### src/rtl/mm_pkg.sv
// Shared types and helpers for the 8-line colour encoder: state encoding,
// code width and the priority/multi-press functions.
package mm_pkg;

  localparam int NUM_LINES = 8;
  localparam int CODE_W    = 3;

  localparam logic [NUM_LINES-1:0] LINES_NONE = 8'h00;
  localparam logic [NUM_LINES-1:0] LINES_ONE  = 8'h01;

  typedef enum logic [1:0] {
    IDLE     = 2'd0,
    DEBOUNCE = 2'd1,
    VALID    = 2'd2,
    RELEASE  = 2'd3
  } state_e;

  // Index of the highest set line; later (higher) indices overwrite lower ones.
  function automatic logic [CODE_W-1:0] prio_enc8(input logic [NUM_LINES-1:0] lines);
    logic [CODE_W-1:0] idx;
    idx = 3'd0;
    for (int i = 0; i < NUM_LINES; i++) begin
      if (lines[i]) begin
        idx = CODE_W'(i);
      end else begin
        idx = idx;
      end
    end
    return idx;
  endfunction

  // Clearing the lowest set bit leaves something only if two or more were set.
  function automatic logic multi_hot(input logic [NUM_LINES-1:0] lines);
    return (lines & (lines - LINES_ONE)) != LINES_NONE;
  endfunction

endpackage

### src/rtl/mm_sync2.sv
// Two-flop synchroniser for a bus of asynchronous inputs, cleared by the
// asynchronous active-low reset.
module mm_sync2 #(
  parameter int W = 8
) (
  input  logic         clk,
  input  logic         rst_n,
  input  logic [W-1:0] d,
  output logic [W-1:0] q
);

  logic [W-1:0] meta_q;
  logic [W-1:0] sync_q;

  // Metastability stage followed by the stable output stage.
  always_ff @(posedge clk or negedge rst_n) begin
    if (!rst_n) begin
      meta_q <= {W{1'b0}};
      sync_q <= {W{1'b0}};
    end else begin
      meta_q <= d;
      sync_q <= meta_q;
    end
  end

  assign q = sync_q;

endmodule

### src/rtl/color_encoder_8x3.sv
// Debounces eight push-button selection lines and hands one 3-bit code per press
// over a valid/ack handshake. The debounce stage exists only with COLOR_ENC_DEBOUNCE_EN.
module color_encoder_8x3
  import mm_pkg::*;
#(
  parameter int DB_CYCLES = 4
) (
  input  logic clk,
  input  logic rst_n,
  input  logic l7,
  input  logic l6,
  input  logic l5,
  input  logic l4,
  input  logic l3,
  input  logic l2,
  input  logic l1,
  input  logic l0,
  input  logic ack,
  output logic modo,
  output logic s1,
  output logic s0,
  output logic valid,
  output logic err
);

  logic [NUM_LINES-1:0] lines_s;
  logic [NUM_LINES-1:0] bus_s;

  state_e            state_q, state_d;
  logic [CODE_W-1:0] code_q, code_d;
  logic              err_q, err_d;
  logic              valid_q, valid_d;

  assign lines_s = {l7, l6, l5, l4, l3, l2, l1, l0};

  mm_sync2 #(
    .W(NUM_LINES)
  ) u_sync (
    .clk  (clk),
    .rst_n(rst_n),
    .d    (lines_s),
    .q    (bus_s)
  );

`ifdef COLOR_ENC_DEBOUNCE_EN
  localparam int                CNT_W    = $clog2(DB_CYCLES + 1);
  localparam logic [CNT_W-1:0]  CNT_LAST = CNT_W'(DB_CYCLES - 1);
  localparam logic [CNT_W-1:0]  CNT_ZERO = {CNT_W{1'b0}};
  localparam logic [CNT_W-1:0]  CNT_ONE  = CNT_W'(1);

  logic [NUM_LINES-1:0] snap_q, snap_d;
  logic [CNT_W-1:0]     cnt_q, cnt_d;
`else
  // DB_CYCLES only shapes the debounce stage, which this build leaves out.
  if (DB_CYCLES < 1) begin : g_db_cycles_unused
  end
`endif

  // Next-state and next-output logic for the press/handshake sequence.
  always_comb begin
    state_d = state_q;
    code_d  = code_q;
    err_d   = err_q;
    valid_d = valid_q;
`ifdef COLOR_ENC_DEBOUNCE_EN
    snap_d  = snap_q;
    cnt_d   = cnt_q;
`endif
    case (state_q)
      IDLE: begin
        if (bus_s != LINES_NONE) begin
`ifdef COLOR_ENC_DEBOUNCE_EN
          snap_d  = bus_s;
          cnt_d   = CNT_ZERO;
          state_d = DEBOUNCE;
`else
          code_d  = prio_enc8(bus_s);
          err_d   = multi_hot(bus_s);
          valid_d = 1'b1;
          state_d = VALID;
`endif
        end else begin
          state_d = IDLE;
        end
      end
      DEBOUNCE: begin
`ifdef COLOR_ENC_DEBOUNCE_EN
        // Any change of the pattern restarts the stability window.
        if (bus_s == LINES_NONE) begin
          state_d = IDLE;
        end else if (bus_s != snap_q) begin
          snap_d = bus_s;
          cnt_d  = CNT_ZERO;
        end else if (cnt_q == CNT_LAST) begin
          code_d  = prio_enc8(snap_q);
          err_d   = multi_hot(snap_q);
          valid_d = 1'b1;
          state_d = VALID;
        end else begin
          cnt_d = cnt_q + CNT_ONE;
        end
`else
        state_d = IDLE;
`endif
      end
      VALID: begin
        if (ack) begin
          valid_d = 1'b0;
          state_d = RELEASE;
        end else begin
          state_d = VALID;
        end
      end
      RELEASE: begin
        // A held button must be fully released before another press counts.
        if (bus_s == LINES_NONE) begin
          state_d = IDLE;
        end else begin
          state_d = RELEASE;
        end
      end
      default: begin
        state_d = IDLE;
      end
    endcase
  end

  // State and output registers.
  always_ff @(posedge clk or negedge rst_n) begin
    if (!rst_n) begin
      state_q <= IDLE;
      code_q  <= 3'b000;
      err_q   <= 1'b0;
      valid_q <= 1'b0;
`ifdef COLOR_ENC_DEBOUNCE_EN
      snap_q  <= LINES_NONE;
      cnt_q   <= CNT_ZERO;
`endif
    end else begin
      state_q <= state_d;
      code_q  <= code_d;
      err_q   <= err_d;
      valid_q <= valid_d;
`ifdef COLOR_ENC_DEBOUNCE_EN
      snap_q  <= snap_d;
      cnt_q   <= cnt_d;
`endif
    end
  end

  assign modo  = code_q[2];
  assign s1    = code_q[1];
  assign s0    = code_q[0];
  assign valid = valid_q;
  assign err   = err_q;

endmodule

### config.mk
export PLATFORM = sky130hd
export DESIGN_NAME = color_encoder_8x3
export DESIGN_NICKNAME = d
export VERILOG_FILES = /design/src/rtl/mm_pkg.sv /design/src/rtl/mm_sync2.sv /design/src/rtl/color_encoder_8x3.sv
export SDC_FILE = /design/constraint.sdc
export NUM_CORES = 1
export LEC_CHECK = 0
export ABC_AREA = 1
export CAP_MARGIN = 40
export CORE_MARGIN = 10
export CORE_UTILIZATION = 48
export DETAILED_ROUTE_END_ITERATION = 8
export HOLD_SLACK_MARGIN = 0.02
export PLACE_DENSITY = 0.85
export SYNTH_ARGS = -nofsm -noshare
export SYNTH_HDL_FRONTEND = slang
export SYNTH_SLANG_ARGS = --single-unit
### constraint.sdc
create_clock -name clk -period 1.1 [get_ports clk]
set_input_delay 0.22 -clock clk [delete_from_list [all_inputs] [get_ports clk]]
set_output_delay 0.22 -clock clk [all_outputs]
set_load 0.005 [all_outputs]
# Yosys cells after proc, flatten, opt, wreduce, memory -nomap -nowiden
# Index checks and enable logic that the tools add are counted.
# word_totals
regBits	23
output_inout_bits	5
in_bits	11
word_cells	34
# op_classes
n_addsub	1
mux	14
bitwise_logic	1
n_eq_ne	5
reduce_logical	7
# op_table
operator	count
$mux W3	6
$reduce_bool A8 Y1	2
$and A8 B8 Y8	1
$logic_not A8 Y1	1
$pmux W2 S4	1
$sub A8 B1 Y8 const B	1
$eq A2 B2 Y1 const B	2
$mux W1	4
$mux W2	2
$ne A2 B2 Y1 const B	2
$reduce_and A3 Y1	1
$eq A2 B1 Y1 const B	1
$logic_not A2 Y1	1
$pmux W1 S2	1
$reduce_and A2 Y1	1
$reduce_bool A2 Y1	1

# Depth between registers and ports, before layout
# Gate-level depths: netlist of run 1.
# logic_depth
ltp_word	7
depth_mapped	8

# Hierarchy
# From an unflattened synthesis of run 1, not the netlist that was laid out.
# unflattened
cells_unflattened	78
area_unflattened_um2	835.8
# modules_own_cells
mod	n_inst	cells_each	area_each_um2
color_encoder_8x3	1	62	435.4
mm_sync2	1	16	400.4

# Least setup slack after synthesis of run 1
# OpenSTA, ideal clock, no wires.
# synth_path
kind	register to register
start	register u_sync.sync_q[4] (netlist: u_sync.q[4])
end	register err_q (netlist: err)
setup_time_ns	0.116
path_stages_with_launch	7
t_required_ns	0.984
slack_ns	0.078
arrival_time_ns	0.906
path_cell_list	dfrtp_1 -> nor2_2 -> nand2_1 -> o21ai_0 -> nand3_1 -> nand2_1 -> nand2_1
# synth_via
elab_chain_cells	3
elab_cells_between_ends	5
# synth_lines
element	line_no	source
start: declaration	mm_sync2.sv:13	logic [W-1:0] sync_q;
start signal: assignment	mm_sync2.sv:19	sync_q <= {W{1'b0}};
start signal: assignment	mm_sync2.sv:22	sync_q <= meta_q;
$sub A8 B1 Y8	mm_pkg.sv:34	return (lines & (lines - LINES_ONE)) != LINES_NONE;
$and A8 B8 Y8	mm_pkg.sv:34	
$reduce_bool A8 Y1	mm_pkg.sv:34	
end signal: assignment	color_encoder_8x3.sv:142	err_q <= err_d;
end: declaration	color_encoder_8x3.sv:31	logic err_q, err_d;
# Parallel ways exist; a longest one is shown, timed or not.
# A chain may end at the register's enable or synchronous reset.

# Worst setup path in the final report of run 1
# layout_path
start	register u_sync.sync_q[2] (netlist: u_sync.q[2])
end	register code_q[0]
# layout_via
elab_chain_cells	6
elab_cells_between_ends	8
# layout_lines
element	line_no	source
$mux W3 (6 in a row)	mm_pkg.sv:23	if (lines[i]) begin
end signal: assignment	color_encoder_8x3.sv:141	code_q <= code_d;
end: declaration	color_encoder_8x3.sv:30	logic [CODE_W-1:0] code_q, code_d;
# Parallel ways exist; a longest one is shown, timed or not.

==> impl_metrics.yaml, run 1 <==
placed_design:
  dpl_cell_area_mm2: 0.001035
  hpwlAfterDp_um: 1118
  place_ws_ns: -0.03213
  io_buffers: 15
  place.gp.congestion: 0.8727
status:
  status: "finished, violations left"
  violations: "setup timing"
critical_path:
  cpMaxStageDelayCell: "dfrtp_1"
  worstPathRequired_ns: 1.31
  arrival_ns: 1.35
  crit_top_cell: "nand2_1"
  crit_chain: "nor2_4 -> nand4_2 -> nand2_4 -> inv_2 -> nand2_1 -> nand2_1"
  critPathCaptureType: "flip-flop"
  critPathMaxFanout: 9
  startpoint_type: "flip-flop"
  slowest_delay_ns: 0.44
  critPathKind: "flip-flop to flip-flop"
global_route:
  grt_antenna_before_repair: 0
  grt_overflow: 0
  gr-usage-all-layers_pct: 9.079
  grt_max_degree: 24
  grt_pass1_wl_um: 2449
  grt_pass1_vias: 573
die:
  fp.dieW_um: 61.73
  fp.coreArea_mm2: 0.001689
  die_y_um: 61.73
  io_pins: 16
  initial_core_util_pct: 49.48
  dieArea_mm2: 0.003811
  row_count: 15
logic_synthesis:
  synth_cells: 78
  synth_edf_count: 0
  seq_area_frac_synth_pct: 68.86
  syn_avg_cell_area_um2: 10.72
  synth_seq_cells: 23
  synth_commonest_cells: "nand2_1 (26), dfrtp_1 (23), inv_1 (8)"
  yosys_warnings: 0
  synthArstFlopShare_pct: 100.0
  ys_top_cells_by_area: "dfrtp_1 (69%), nand2_1 (12%), inv_1 (3.6%), o21ai_0 (3.0%), nor2_4 (2.7%)"
  synth_top_area_share_pct: 68.86
  synth_most_common_cell: "nand2_1"
  synth_nets: 89
  syn-cell-area_um2: 835.8
  synth-main-ff-cell: "dfrtp_1"
  yosysUniqueCellTypes: 15
  synth_largest_area_cell: "dfrtp_1"
pwr:
  finalPower_mw: 1.719
  vdd_ir_drop_max_mv: 1.074
  power.leakage_nw: 0.5425
  p_per_area_mw_per_mm2: 1597
cells_and_area:
  antenna_cells: 0
  multiInputGateArea_um2: 229.0
  drive_gt1_share_pct: 22.12
  area_delta_synth_final_pct: 28.74
  final_area_mm2: 0.001076
  num-nets-final: 116
  nFillCells: 133
  seq_area_um2: 575.6
clocking:
  numCtsBuffers: 3
  clock-sinks: 23
  ctsHoldBuffers: 0
  clk_path_buf_depth: 2
  clockRootBuffer: "clkbuf_4"
  cts_max_level: 1
  cts.clk_slew.worst_paths_ns: 0.11
  cts_tree: "done"
  clk_latency_ns: 0.30
route:
  ant_nets: 0
  drt_pass1_iterations: 4
  drt-wirelength-per-cell_um: 11.86
  vias: 576
  drcViolationCount: 0
  viasPerCell: 4.760
  drtIter0Drc: 13
  routed_wl_um: 1435
run:
  maxCapViolCount: 0
sta:
  max_freq_mhz: 879.2
  relSlewSlack_pct: 87.44
  rsz0062_at_grt: "yes"
  skew_ns: 0.004735
  post-route-min-period_ns: 1.137
  tightest_slew_ns: 0.1864
  hold_viol: 0
  setup-violations-final: 4
  drv_slew: 0
  post-route-period-util_pct: 103.4
  layout_setup_ws_ns: -0.03738
  fin_setup_tns_ns: -0.1014
worst_hold_path:
  hold_path.class: "input port to async pin"
## cell usage in the layout, fill, tap and decap left out, drive strengths merged
cell and instances:
nand2 28, dfrtp 23, buf 12, clkdlybuf4s50 10, inv 9, nor2 6
o21ai 5, clkbuf 4, nand3 2, nor3 2, nand4 1, o22ai 1
o21bai 1
## power breakdown
part / internal [mW] / switching (mW)
Combinational: 0.183 / 0.156
Sequential: 0.954 / 0.0563
Clock: 0.142 / 0.229
Total: 1.28 / 0.441
## per-stage QoR
stage	instances	util, %	hold slack, ns
floorplan	78	-	-0.07559
global placement	112	61.26	0.3324
detailed placement	112	61.26	0.3347
CTS	119	62.67	0.2339
global route	121	63.70	0.2359
finish	121	63.70	0.2400
## flip-flops by register name, indices dropped and copies added, names as in the netlist
| signal | count |
|---|---|
| state_q | 2 |
| code_q | 3 |
| u_sync.q | 8 |
| valid | 1 |
| err | 1 |
| u_sync.meta_q | 8 |
## final timing paths
| check | start | to | slack (ns) | depth (start not counted) |
|---|---|---|---|---|
| max | u_sync.q[2] | code_q[0] | -0.04 | 6 |
| min | rst_n | u_sync.q[5] | 0.24 | 2 |
| max reg2reg | u_sync.q[2] | code_q[0] | -0.04 | 6 |
| min reg2reg | u_sync.meta_q[5] | u_sync.q[5] | 0.36 | 0 |
| max in group asynchronous | rst_n | u_sync.meta_q[3] | 0.73 | 2 |
| min in group clk | l6 | u_sync.meta_q[6] | 0.34 | 1 |
## layer usage
metal	global-route usage, %	routed length [um]
met1	9.693	587
met2	14.79	753
met4	7.643	39
met3	2.236	55
met5	0	0
## layout make-up
type                            instances  area share, %
Clock buffer                            4          2.442
Sequential cell                        23          53.49
Multi-Input combinational cell         46          21.28
Inverter                                9          3.140
Tap cell                               17          1.977
Timing Repair Buffer                   22          17.67
## logic make-up (layout without fill, tap and decap cells)
group | count (synthesis) | in the layout | synth area share, %
DFF | 23 | 23 | 68.86
buffers and inverters | 9 | 35 | 4.042
AOI/OAI and AO/OA | 7 | 7 | 4.641
and+or+nand+nor | 39 | 39 | 22.46
## repair_timing
action	4_1_cts	5_1_grt
pin swaps	1	0
gates resized for setup	22	1
setup buffers	3	2
setup endpoints to repair	8	9
cloned	0	0
## worst max-delay path, delay by kind of cell, from the launching register on
kind                   cells  cell delay (ns)
AND/OR/NAND/NOR            5             0.57
flip-flops                 1             0.44
buffers and inverters      1             0.04
Power figures use the tool's default switching activity.
==> run 2, diff against run 1 <==
--- a/config.mk
+++ b/config.mk
@@ -12,6 +12,7 @@
 export DETAILED_ROUTE_END_ITERATION = 8
 export HOLD_SLACK_MARGIN = 0.02
 export PLACE_DENSITY = 0.85
+export RECOVER_POWER = 50
 export SYNTH_ARGS = -nofsm -noshare
 export SYNTH_HDL_FRONTEND = slang
 export SYNTH_SLANG_ARGS = --single-unit
==> run 2 against run 1 <==
Net effect: the flow still finishes with violations (setup timing); utilization is 0.89 points lower; global-route usage unchanged; clock-buffer cell count is the same; critical path depth stayed put; sequential share of layout area up 0.76 points; wire length increased by 0.21%; final cell count unchanged; clock power about the same; combinational power fell by 2%; die area did not move; flip-flop and latch count stayed put; critical endpoint unchanged; largest power group unchanged.
==> impl_metrics.yaml, run 2 (synthesized netlist as in run 1, its figures left out) <==
sta:
  hold_viol: 0
  skew_ns: 0.005045
  post-route-period-util_pct: 103.4
  max_freq_mhz: 879.6
  tightest_slew_ns: 0.5240
  hold_ws_ns: 0.3406
  setup-violations-final: 4
  layout_setup_ws_ns: -0.03692
  drv_slew: 0
  relSlewSlack_pct: 65.06
  post-route-min-period_ns: 1.137
  rsz0062_at_grt: "yes"
critical_path:
  startpoint_type: "flip-flop"
  critPathCaptureType: "flip-flop"
  worstPathRequired_ns: 1.31
  cp_top_family: "simple AND/OR/NAND/NOR gates"
  arrival_ns: 1.35
  crit_chain: "nor2_4 -> nand4_2 -> nand2_4 -> inv_2 -> nand2_1 -> nand2_1"
  critPathMaxFanout: 9
  crit_top_cell: "nand2_1"
  critPathKind: "flip-flop to flip-flop"
  cpMaxStageDelayCell: "dfrtp_1"
  slowest_delay_ns: 0.44
  critPathBufInv: 1
clocking:
  ctsHoldBuffers: 0
  clockRootBuffer: "clkbuf_4"
  clk_path_buf_depth: 2
  cts.clk_slew.worst_paths_ns: 0.11
  numCtsBuffers: 3
  cts_tree: "done"
  cts_max_level: 1
  clock-sinks: 23
  clk_latency_ns: 0.30
global_route:
  grt_pass1_wl_um: 2449
  gr-usage-all-layers_pct: 9.079
  grt_overflow: 0
  grt_max_degree: 24
  grt_pass1_vias: 573
  grt_antenna_before_repair: 0
die:
  fp.coreArea_mm2: 0.001689
  initial_core_util_pct: 49.48
  row_count: 15
  dieArea_mm2: 0.003811
  io_pins: 16
  die_y_um: 61.73
  fp.dieW_um: 61.73
route:
  drcViolationCount: 0
  drt-wirelength-per-cell_um: 11.88
  drt_pass1_iterations: 4
  ant_nets: 0
  routed_wl_um: 1438
  viasPerCell: 4.769
  vias: 577
  drtIter0Drc: 12
status:
  violations: "setup timing"
  status: "finished, violations left"
cells_and_area:
  drive_gt1_share_pct: 22.12
  antenna_cells: 0
  multiInputGateArea_um2: 229.0
  final_common_cell: "nand2_1"
  area_delta_synth_final_pct: 26.95
  nFillCells: 135
  num-nets-final: 116
  postLayoutCoreUtil_pct: 62.81
  layout_common_cells: "nand2_1 (25), dfrtp_1 (23), clkdlybuf4s50_1 (9), inv_1 (8), buf_4 (6)"
  layoutNonFillerInstCount: 121
  seq_area_um2: 575.6
placed_design:
  io_buffers: 15
  place.gp.congestion: 0.8727
  dp_cells: 112
  hpwlAfterDp_um: 1118
pwr:
  finalPower_mw: 1.710
  power.leakage_nw: 0.5376
  p_per_area_mw_per_mm2: 1612
  vdd_ir_drop_max_mv: 1.074
run:
  maxCapViolCount: 0
worst_hold_path:
  hold_path.class: "input port to flip-flop"
-- run 2: layout make-up --
type,instances,share of cell area [%]
tap,17,2.005
multi-input combinational,46,21.58
sequential,23,54.25
clock buffer,4,2.476
timing repair buffer,22,16.51
inverter,9,3.184
-- run 2: routing by layer --
metal	routed length [um]	part of all wire [%]	track usage [%]
met1	583	41	9.693
met2	760	53	14.79
met3	55	3.8	2.236
met4	39	2.7	7.643
met5	0	0	0
-- run 2: worst register-to-register path: cells and delay by family (launching register included) --
kind                   cells  cell delay (ns)
and+or+nand+nor            5             0.57
buffers and inverters      1             0.05
DFF                        1             0.44
-- run 2: what timing repair did --
| item | 4_1_cts | 5_1_grt |
|---|---|---|
| endpoints found under the setup margin | 8 | 9 |
| pin swaps | 1 | 0 |
| buffers inserted | 3 | 2 |
| gates resized for setup | 22 | 1 |
| cloned | 0 | 0 |
| hold endpoints to repair | 0 | 0 |
-- run 2: report_power, final --
group	total [mW]	internal (mW)	switching (mW)
registers	1.01	0.953	0.0563
clock network	0.370	0.142	0.228
logic	0.331	0.176	0.155
-- run 2: metrics by stage --
step | setup slack (ns) | TNS [ns] | instance area [um2]
detailed placement | -0.03213 | -0.04648 | 1035
finish | -0.03692 | -0.09954 | 1061
global route | -0.1404 | -0.6201 | 1061
CTS | -0.01933 | -0.04193 | 1059
floorplan | 0.07795 | 0 | 835.8
global placement | 0.01842 | 0 | 1035
-- run 2: worst paths after layout --
| path | start | to | slack (ns) | cells past startpoint |
|---|---|---|---|---|
| worst min register to register | u_sync.meta_q[5] | u_sync.q[5] | 0.36 | 0 |
| worst max-delay path | u_sync.q[2] | code_q[0] | -0.04 | 6 |
| worst max register to register | u_sync.q[2] | code_q[0] | -0.04 | 6 |
| worst min-delay path | l6 | u_sync.meta_q[6] | 0.34 | 1 |
| min in group asynchronous | rst_n | u_sync.q[7] | 0.40 | 2 |
| max in group asynchronous | rst_n | u_sync.meta_q[0] | 0.35 | 2 |
==> run 3, diff against run 2 <==
--- a/config.mk
+++ b/config.mk
@@ -11,7 +11,7 @@
 export CORE_UTILIZATION = 48
 export DETAILED_ROUTE_END_ITERATION = 8
 export HOLD_SLACK_MARGIN = 0.02
-export PLACE_DENSITY = 0.85
+export PLACE_DENSITY = 0.76
 export RECOVER_POWER = 50
 export SYNTH_ARGS = -nofsm -noshare
 export SYNTH_HDL_FRONTEND = slang
==> constraint.sdc (replaced) <==
create_clock -name clk -period 1.06 [get_ports clk]
set_input_delay 0.212 -clock clk [delete_from_list [all_inputs] [get_ports clk]]
set_output_delay 0.212 -clock clk [all_outputs]
set_load 0.005 [all_outputs]
==> run 3 against run 2 <==
Net effect: the flow still finishes with violations (setup timing); sequential share of layout area is 2.3 points lower; clock-buffer cell count fell by 1; worst setup slack worse by 0.039 ns; largest cell class unchanged; non-clock buffer count is 5 higher; utilization grew 2.8 points; wire length is 2.6% higher.
==> impl_metrics.yaml, run 3 (synthesized netlist as in run 1, its figures left out) <==
critical_path:
  cp_top_family: "simple AND/OR/NAND/NOR gates"
  startpoint_type: "flip-flop"
  worstPathRequired_ns: 1.26
  crit_top_cell: "nand2_1"
  crit_chain: "nor2_4 -> nand2_2 -> o21ai_1 -> nand3_2 -> nand2_1 -> nand2_1"
  r2r_setup_slack_ns: -0.08
  startpoint: "u_sync.q[3]"
  reg2reg_to: "err"
  reg2regPathDepth: 6
  r2r-start: "u_sync.q[3]"
  critPathKind: "flip-flop to flip-flop"
  slowest_delay_ns: 0.43
  critPathCaptureType: "flip-flop"
  cpMaxStageDelayCell: "dfrtp_1"
  arrival_ns: 1.34
  critPathBufInv: 0
  critPathMaxFanout: 4
global_route:
  grt_pass1_vias: 578
  grt_overflow: 0
  gr-usage-all-layers_pct: 8.749
  grt_pass1_wl_um: 2490
  grt_max_degree: 24
  grt_antenna_before_repair: 0
sta:
  hold_viol: 0
  max_freq_mhz: 880.3
  fin_setup_tns_ns: -0.1408
  post-route-period-util_pct: 107.2
  setup-violations-final: 3
  skew_ns: 0.006856
  relSlewSlack_pct: 64.17
  post-route-min-period_ns: 1.136
  drv_slew: 0
  tightest_slew_ns: 0.5375
  rsz0062_at_grt: "yes"
  layout_setup_ws_ns: -0.07595
placed_design:
  io_buffers: 15
  hpwlAfterDp_um: 1085
  dp_cells: 113
  place.gp.congestion: 0.8814
cells_and_area:
  layoutNonFillerInstCount: 126
  area_delta_synth_final_pct: 32.63
  layout_common_cells: "nand2_1 (25), dfrtp_1 (23), buf_4 (11), clkdlybuf4s50_1 (9), inv_1 (8)"
  num-nets-final: 121
  final_common_cell: "nand2_1"
  antenna_cells: 0
  drive_gt1_share_pct: 28.44
clocking:
  clk_latency_ns: 0.30
  cts_max_level: 1
  clock-sinks: 23
  clk_path_buf_depth: 2
  ctsHoldBuffers: 0
  clockRootBuffer: "clkbuf_4"
  cts_tree: "done"
  numCtsBuffers: 3
  cts.clk_slew.worst_paths_ns: 0.12
pwr:
  power.leakage_nw: 0.5668
  vdd_ir_drop_max_mv: 1.030
  p_per_area_mw_per_mm2: 1611
route:
  viasPerCell: 4.786
  drtIter0Drc: 9
  routed_wl_um: 1476
  drcViolationCount: 0
  vias: 603
  ant_nets: 0
  drt_pass1_iterations: 4
  drt-wirelength-per-cell_um: 11.71
die:
  row_count: 15
  io_pins: 16
  die_y_um: 61.73
  initial_core_util_pct: 49.48
  fp.dieW_um: 61.73
  fp.coreArea_mm2: 0.001689
  dieArea_mm2: 0.003811
status:
  violations: "setup timing"
  status: "finished, violations left"
worst_hold_path:
  holdCritStartpoint: "l5"
  min_path_cells: 1
  hold_path.class: "input port to flip-flop"
  holdPathEnd: "u_sync.meta_q[5]"
run:
  maxCapViolCount: 0
-- run 3: area by class of cell --
type / count / area, um2
Sequential cell: 23 / 575.6
Clock inverter: 1 / 5.005
Inverter: 9 / 33.78
Timing Repair Buffer: 27 / 212.7
Clock buffer: 3 / 22.52
Multi-Input combinational cell: 46 / 237.7
Tap cell: 17 / 21.27
Fill cell: 133 / 580.6
-- run 3: stage by stage --
stage / hold WS, ns / instance area [um2] / setup WS [ns] / power [mW] / util [%]
after floorplan: -0.08359 / 835.8 / 0.03795 / 1.192 / -
after global placement: 0.3322 / 1042 / -0.03341 / 1.415 / 61.70
after detailed placement: 0.3347 / 1042 / -0.07047 / 1.428 / 61.70
after CTS: 0.2427 / 1067 / -0.04547 / 1.755 / 63.19
after global routing: 0.3177 / 1109 / -0.1647 / 1.908 / 65.63
final: 0.3379 / 1109 / -0.07595 / 1.785 / 65.63
-- run 3: layer usage --
metal	up-vias	global-route usage [%]	wire length (um)
met4	0	4.777	27
met2	14	14.49	763
met1	284	10.09	613
li1	303	-	-
met3	2	2.236	71
met5	-	0	0
-- run 3: where the power goes --
group	switching, mW	internal [mW]
logic	0.164	0.190
clock network	0.240	0.140
registers	0.0622	0.990
-- run 3: worst max-delay path by stage --
stage / to / slack, ns / cells past startpoint
2_1_floorplan: err / 0.04 / 6
3_3_place_gp: err / -0.03 / 6
3_5_place_dp: err / -0.07 / 6
4_1_cts: err / -0.05 / 6
5_1_grt: err / -0.16 / 6
6_report: err / -0.08 / 6
-- run 3: what timing repair did --
| item | 4_1_cts | 5_1_grt |
|---|---|---|
| endpoints found under the hold margin | 0 | 0 |
| pin swaps | 2 | 9 |
| setup endpoints to repair | 10 | 12 |
| buffers inserted | 3 | 6 |
| gates resized for setup | 22 | 4 |
